<file path="src/rtl/nasti_stream_pkg.sv">
// Shared types for the nasti_stream mux family: arbiter FSM encoding.
package nasti_stream_pkg;

    typedef enum logic [1:0] {
        ARB_IDLE  = 2'd0,
        ARB_GRANT = 2'd1,
        ARB_BUSY  = 2'd2
    } arb_state_t;

    // Select width helper; a single-port mux still carries a 1-bit select.
    function automatic int sel_width(input int n_port);
        return (n_port > 1) ? $clog2(n_port) : 1;
    endfunction

endpackage

</file>
<file path="src/rtl/nasti_stream_rr_pick.sv">
// Rotate-priority picker: returns the first set candidate at or above
// rr_ptr, wrapping past the top port back to port 0.
module nasti_stream_rr_pick
    import nasti_stream_pkg::*;
#(
    parameter int N_PORT       = 1,
    parameter int SELECT_WIDTH = sel_width(N_PORT)
) (
    input  logic [N_PORT-1:0]       cand,
    input  logic [SELECT_WIDTH-1:0] rr_ptr,
    output logic                    valid,
    output logic [SELECT_WIDTH-1:0] idx
);

    // Scan from the highest rotation offset down so the lowest offset
    // (closest to rr_ptr) is the last write and therefore the winner.
    always_comb begin
        int j;
        valid = 1'b0;
        idx   = '0;
        j     = 0;
        for (int i = N_PORT - 1; i >= 0; i--) begin
            j = int'(rr_ptr) + i;
            if (j >= N_PORT) begin
                j = j - N_PORT;
            end
            if (cand[j]) begin
                valid = 1'b1;
                idx   = SELECT_WIDTH'(j);
            end
        end
    end

endmodule

</file>
<file path="src/rtl/nasti_stream_mux_arbiter.sv">
// Packet-granular round-robin arbiter for nasti_stream_mux. Grants one port
// per packet, pulses enable for a single cycle, then waits for the t_last
// handshake on the mux output before arbitrating again. Also reports the
// beat count of each finished packet and a sticky stall watchdog.
module nasti_stream_mux_arbiter
    import nasti_stream_pkg::*;
#(
    parameter int N_PORT       = 1,
    parameter int SELECT_WIDTH = (N_PORT > 1) ? $clog2(N_PORT) : 1,
    parameter int BEAT_WIDTH   = 16,
    parameter int STALL_CYCLES = 1024
) (
    input  logic                    aclk,
    input  logic                    areset,
    input  logic [N_PORT-1:0]       req,
    input  logic [N_PORT-1:0]       port_en,
    input  logic                    s_valid,
    input  logic                    s_ready,
    input  logic                    s_last,
    output logic                    enable,
    output logic [SELECT_WIDTH-1:0] select,
    output logic                    busy,
    output logic [N_PORT-1:0]       grant,
    output logic                    pkt_done,
    output logic [BEAT_WIDTH-1:0]   pkt_beats,
    output logic                    timeout_err,
    input  logic                    err_clr
);

    // Watchdog counter is sized to hold STALL_CYCLES itself so it can park
    // there once the flag has fired instead of wrapping and re-firing.
    localparam int STALL_W = (STALL_CYCLES > 0) ? $clog2(STALL_CYCLES + 1) : 1;
    localparam bit WDOG_ON = (STALL_CYCLES > 0);
    localparam logic [STALL_W-1:0] STALL_MAX  = STALL_W'(STALL_CYCLES);
    localparam logic [STALL_W-1:0] STALL_LAST = STALL_W'((STALL_CYCLES > 0) ? STALL_CYCLES - 1 : 0);
    localparam logic [SELECT_WIDTH-1:0] TOP_PORT = SELECT_WIDTH'(N_PORT - 1);

    arb_state_t                state;
    logic [SELECT_WIDTH-1:0]   rr_ptr;
    logic [SELECT_WIDTH-1:0]   sel_q;
    logic [BEAT_WIDTH-1:0]     beat_cnt;
    logic [BEAT_WIDTH-1:0]     beat_inc;
    logic [STALL_W-1:0]        stall_cnt;
    logic [N_PORT-1:0]         cand;
    logic                      pick_valid;
    logic [SELECT_WIDTH-1:0]   pick_idx;
    logic [N_PORT-1:0]         pick_onehot;
    logic [SELECT_WIDTH-1:0]   next_ptr;
    logic                      hs;
    logic                      in_busy;

    assign cand     = req & port_en;
    assign hs       = s_valid & s_ready;
    assign in_busy  = (state == ARB_BUSY);
    assign busy     = (state != ARB_IDLE);
    assign beat_inc = (beat_cnt == '1) ? beat_cnt : beat_cnt + 1'b1;
    assign next_ptr = (sel_q == TOP_PORT) ? '0 : sel_q + 1'b1;

    // With a single port there is nothing to choose; keep the mux select at 0.
    assign select = (N_PORT == 1) ? '0 : sel_q;

    nasti_stream_rr_pick #(
        .N_PORT       (N_PORT),
        .SELECT_WIDTH (SELECT_WIDTH)
    ) u_pick (
        .cand   (cand),
        .rr_ptr (rr_ptr),
        .valid  (pick_valid),
        .idx    (pick_idx)
    );

    // One-hot image of the winning index, registered into grant on a win.
    always_comb begin
        pick_onehot           = '0;
        pick_onehot[pick_idx] = 1'b1;
    end

    // Arbitration FSM: IDLE picks a winner, GRANT pulses enable for the mux
    // latch, BUSY counts beats until the final handshake of the packet.
    always_ff @(posedge aclk or posedge areset) begin
        if (areset) begin
            state     <= ARB_IDLE;
            rr_ptr    <= '0;
            sel_q     <= '0;
            grant     <= '0;
            enable    <= 1'b0;
            pkt_done  <= 1'b0;
            pkt_beats <= '0;
            beat_cnt  <= '0;
        end else begin
            enable   <= 1'b0;
            pkt_done <= 1'b0;
            case (state)
                ARB_IDLE: begin
                    if (pick_valid) begin
                        state  <= ARB_GRANT;
                        enable <= 1'b1;
                        sel_q  <= pick_idx;
                        grant  <= pick_onehot;
                    end
                end
                ARB_GRANT: begin
                    state    <= ARB_BUSY;
                    beat_cnt <= '0;
                end
                ARB_BUSY: begin
                    if (hs) begin
                        if (s_last) begin
                            // Owner keeps the port until here regardless of
                            // its req/port_en; pointer moves past it.
                            state     <= ARB_IDLE;
                            rr_ptr    <= next_ptr;
                            pkt_beats <= beat_inc;
                            pkt_done  <= 1'b1;
                            grant     <= '0;
                            sel_q     <= '0;
                            beat_cnt  <= '0;
                        end else begin
                            beat_cnt <= beat_inc;
                        end
                    end
                end
                default: begin
                    state <= ARB_IDLE;
                end
            endcase
        end
    end

    // Stall counter: cleared on BUSY entry and on each handshake, counts
    // BUSY cycles without a handshake and parks at STALL_CYCLES.
    always_ff @(posedge aclk or posedge areset) begin
        if (areset) begin
            stall_cnt <= '0;
        end else if (state == ARB_GRANT) begin
            stall_cnt <= '0;
        end else if (in_busy) begin
            if (hs) begin
                stall_cnt <= '0;
            end else if (stall_cnt != STALL_MAX) begin
                stall_cnt <= stall_cnt + 1'b1;
            end
        end
    end

    // Sticky timeout flag; a clear request beats a same-cycle set. The FSM
    // keeps waiting because the mux has no way to abort a packet.
    always_ff @(posedge aclk or posedge areset) begin
        if (areset) begin
            timeout_err <= 1'b0;
        end else if (err_clr) begin
            timeout_err <= 1'b0;
        end else if (WDOG_ON && in_busy && !hs && (stall_cnt == STALL_LAST)) begin
            timeout_err <= 1'b1;
        end
    end

endmodule
</file>
<file path="config.mk">
export PLATFORM = sky130hd
export DESIGN_NAME = nasti_stream_mux_arbiter
export DESIGN_NICKNAME = d
export VERILOG_FILES = /design/src/rtl/nasti_stream_pkg.sv /design/src/rtl/nasti_stream_rr_pick.sv /design/src/rtl/nasti_stream_mux_arbiter.sv
export SDC_FILE = /design/constraint.sdc
export NUM_CORES = 1
export LEC_CHECK = 0
export ABC_AREA = 1
export CAP_MARGIN = 20
export CELL_PAD_IN_SITES_DETAIL_PLACEMENT = 1
export CELL_PAD_IN_SITES_GLOBAL_PLACEMENT = 1
export CORE_ASPECT_RATIO = 1.4
export CORE_MARGIN = 2
export CORE_UTILIZATION = 41
export DETAILED_ROUTE_END_ITERATION = 7
export GPL_TIMING_DRIVEN = 0
export PLACE_DENSITY_LB_ADDON = 0.1
export SLEW_MARGIN = 0
export SYNTH_ARGS = -nofsm -noshare
export SYNTH_HDL_FRONTEND = slang
export SYNTH_SLANG_ARGS = --single-unit
</file>
<file path="constraint.sdc">
create_clock -name aclk -period 1.8 [get_ports aclk]
set_input_delay 0.27 -clock aclk [delete_from_list [all_inputs] [get_ports aclk]]
set_output_delay 0.27 -clock aclk [all_outputs]
set_load 0.01 [all_outputs]
</file>
==> results_dict.tcl <==
set metrics [dict create \
    ctsHoldBuffers 0 \
    rows 35 \
    ys.warnings.count 0 \
    area_growth_pct 19.2 \
    dpl.hpwl_mm 5.71 \
    ioPinCount 30 \
    required_ns 1.53 \
    cts.sinks 49 \
    cp_max_fo 3 \
    p_leak_nw 1.62 \
    grt_max_degree 29 \
    synth_top_area_share_pct 44.2 \
    cp_slowest_cell "dfrtp_1" \
    initial_utilization_pct 42.3 \
    grt_use_total_pct 21.7 \
    p_int_w 0.00189 \
    rsz0062_at_grt "no" \
    relSlewSlack_pct 65.4 \
    cp_num_buf_inv 3 \
    syn_nets 389 \
    powerDensity_mw_per_mm2 930 \
    clock_latency_ns 0.30 \
    start_kind "flip-flop" \
    path_cells "inv_1 -> ha_1 -> inv_1 -> dlygate4sd2_1" \
    avgSynthCellArea_um2 7.42 \
    antenna_found_initial 0 \
    clock_path_buffers 2 \
    max_stage_delay_ns 0.42 \
    dp_cells 477 \
    yosysSeqAreaShare_pct 44.2 \
    stdcell_count 485 \
    root_buffer "clkbuf_8" \
    place.gp.congestion 0.812 \
    coreArea_mm2 0.00657 \
    setup_violations 0 \
    p_sw_share_pct 38.7 \
    crit_path_end_kind "output pin" \
    hold_path.class "in2async" \
    port_buffers 28 \
    drv_slew 0 \
    path_delay_family "buffers and inverters" \
    htreeDepth 2 \
    drtIter0Drc 75 \
    nets 427 \
    drive_above_1_share_pct 10.5 \
    final.min_clock_period_ns 1.63 \
    first_global_vias 2719 \
    cpMostUsedCell "inv_1" \
    routed_via_density 5.23 \
    irDropWorstVdd_uv 797 \
    route.detailed.drc 0 \
    p_total_w 0.00308 \
    grt_pass1_wl_mm 12.6 \
    comb_power_share_pct 36.9 \
    layout_common_cells "nand2_1, dfrtp_1, inv_1" \
    status "finished, final reports clean" \
    finalHoldViolCount 0 \
    arrival_ns 1.36 \
    cap_viol_max_count 0 \
    cts_buffers 5 \
    synthDistinctLibCells 31 \
    vias 2536 \
    dieArea_mm2 0.00746 \
    dieHeight_um 101 \
    die_w_um 73.6 \
    layout_commonest_cell "nand2_1" \
    grt-ovfl-total 0 \
    p_clk_share_pct 20.3 \
    ant_nets 0 \
    wl_mm 7.52 \
    synth_area_leader_cell "dfrtp_1" \
    ys_ff_latch 49 \
    p_switching_w 0.00119 \
    crit_type "reg2out" \
    syn_inst 374 \
    synthTopCellsByArea "dfrtp_1, nand2_1, inv_1" \
    path_clk_slew_ns 0.09 \
    pwr-share-seq_pct 42.8 \
    wl_per_cell_um 15.5 \
    fmax_mhz 613 \
    whs_ns 0.335 \
    synthesis.area_mm2 0.00278 \
    num_antenna_cells 0 \
    firstDrtPassIters 4 \
    timing.final.crit_share_pct 90.6 \
    tightest_slew_ns 0.518 \
    fill_cells 837 \
    cts_tree "yes" \
    skew_ns 0.00662 \
]
==> path summary, 6_finish.rpt <==
path,start,to,slack [ns],cells after the start
worst max-delay path,state[0],busy,0.17,4
worst min-delay path,areset,enable,0.34,2
worst max register to register,beat_cnt[0],beat_cnt[14],0.17,9
worst min register to register,pkt_beats[14],pkt_beats[14],0.49,2
max in group asynchronous,areset,beat_cnt[15],0.92,3
min in group aclk,pkt_beats[14],pkt_beats[14],0.49,2
==> synth_stat cells, drive strengths merged <==
cell type,count
a21boi,1
dfrtp,49
clkinv,1
nor3b,1
and3,1
or2,1
a31oi,1
nand4,11
nor3,8
buf,7
a22oi,1
inv,43
o21ai,31
nand3,34
xor2,3
ha,7
nand2,141
xnor2,1
conb,1
nor2,31
==> layout make-up <==
type | instances | area [um^2] | share of cell area [%]
Timing Repair Buffer | 30 | 307 | 9.27
Multi-Input combinational cell | 275 | 1370 | 41.4
Sequential cell | 49 | 1230 | 37.1
Clock inverter | 1 | 5.00 | 0.151
Inverter | 44 | 174 | 5.26
Clock buffer | 5 | 68.8 | 2.08
Buffer | 7 | 62.6 | 1.89
Tap cell | 74 | 92.6 | 2.80
==> cell families after synthesis <==
| kind of cell | synth area share, % |
|---|---|
| compound gates | 6.76 |
| buf+inv | 7.98 |
| fa+ha+maj | 3.15 |
| other cells | 0.135 |
| xor+xnor | 1.26 |
| simple gates | 36.5 |
| flops | 44.2 |
==> power by group through the flow <==
stage | clock, W | sequential, W | combinational [W]
final | 0.000625 | 0.00132 | 0.00113
after global routing | 0.000689 | 0.00133 | 0.00128
after CTS | 0.000648 | 0.00131 | 0.00108
after detailed placement | 0 | 0.00133 | 0.00107
after global placement | 0 | 0.00132 | 0.00104
after floorplan | 0 | 0.00133 | 0.000648
==> metal layers <==
layer  GRT usage [%]  vias up  share of wire, %
li1                -     1262                 -
met1            22.9     1233                39
met2            42.5       26                56
met3            2.69       15               1.3
met4            7.97        0               2.8
met5               0        -                 0
==> registers in the layout (all words and copies together) (netlist names) <==
signal and cells:
timeout_err 1, state 2, pkt_beats 16, beat_cnt 16, pkt_done 1, grant 1, stall_cnt 11, enable 1
==> per-stage QoR <==
step / setup TNS (ns) / setup WS [ns] / utilization, % / instance area (um^2)
final: 0 / 0.169 / 50.4 / 3310
after global routing: 0 / 0.00262 / 50.4 / 3310
after detailed placement: -4.48 / -0.174 / 48.2 / 3170
after global placement: -38.23 / -0.714 / 47.9 / 3150
after floorplan: 0 / 0.274 / - / 2780
after CTS: 0 / 0.00222 / 49.5 / 3250
==> repair_timing <==
action,4_1_cts,5_1_grt
setup endpoints to repair,28,39
gates cloned,0,1
buffers inserted,1,0
pin swaps,1,2
resized for setup,4,14
No activity file was read; power rests on OpenSTA's default activity.
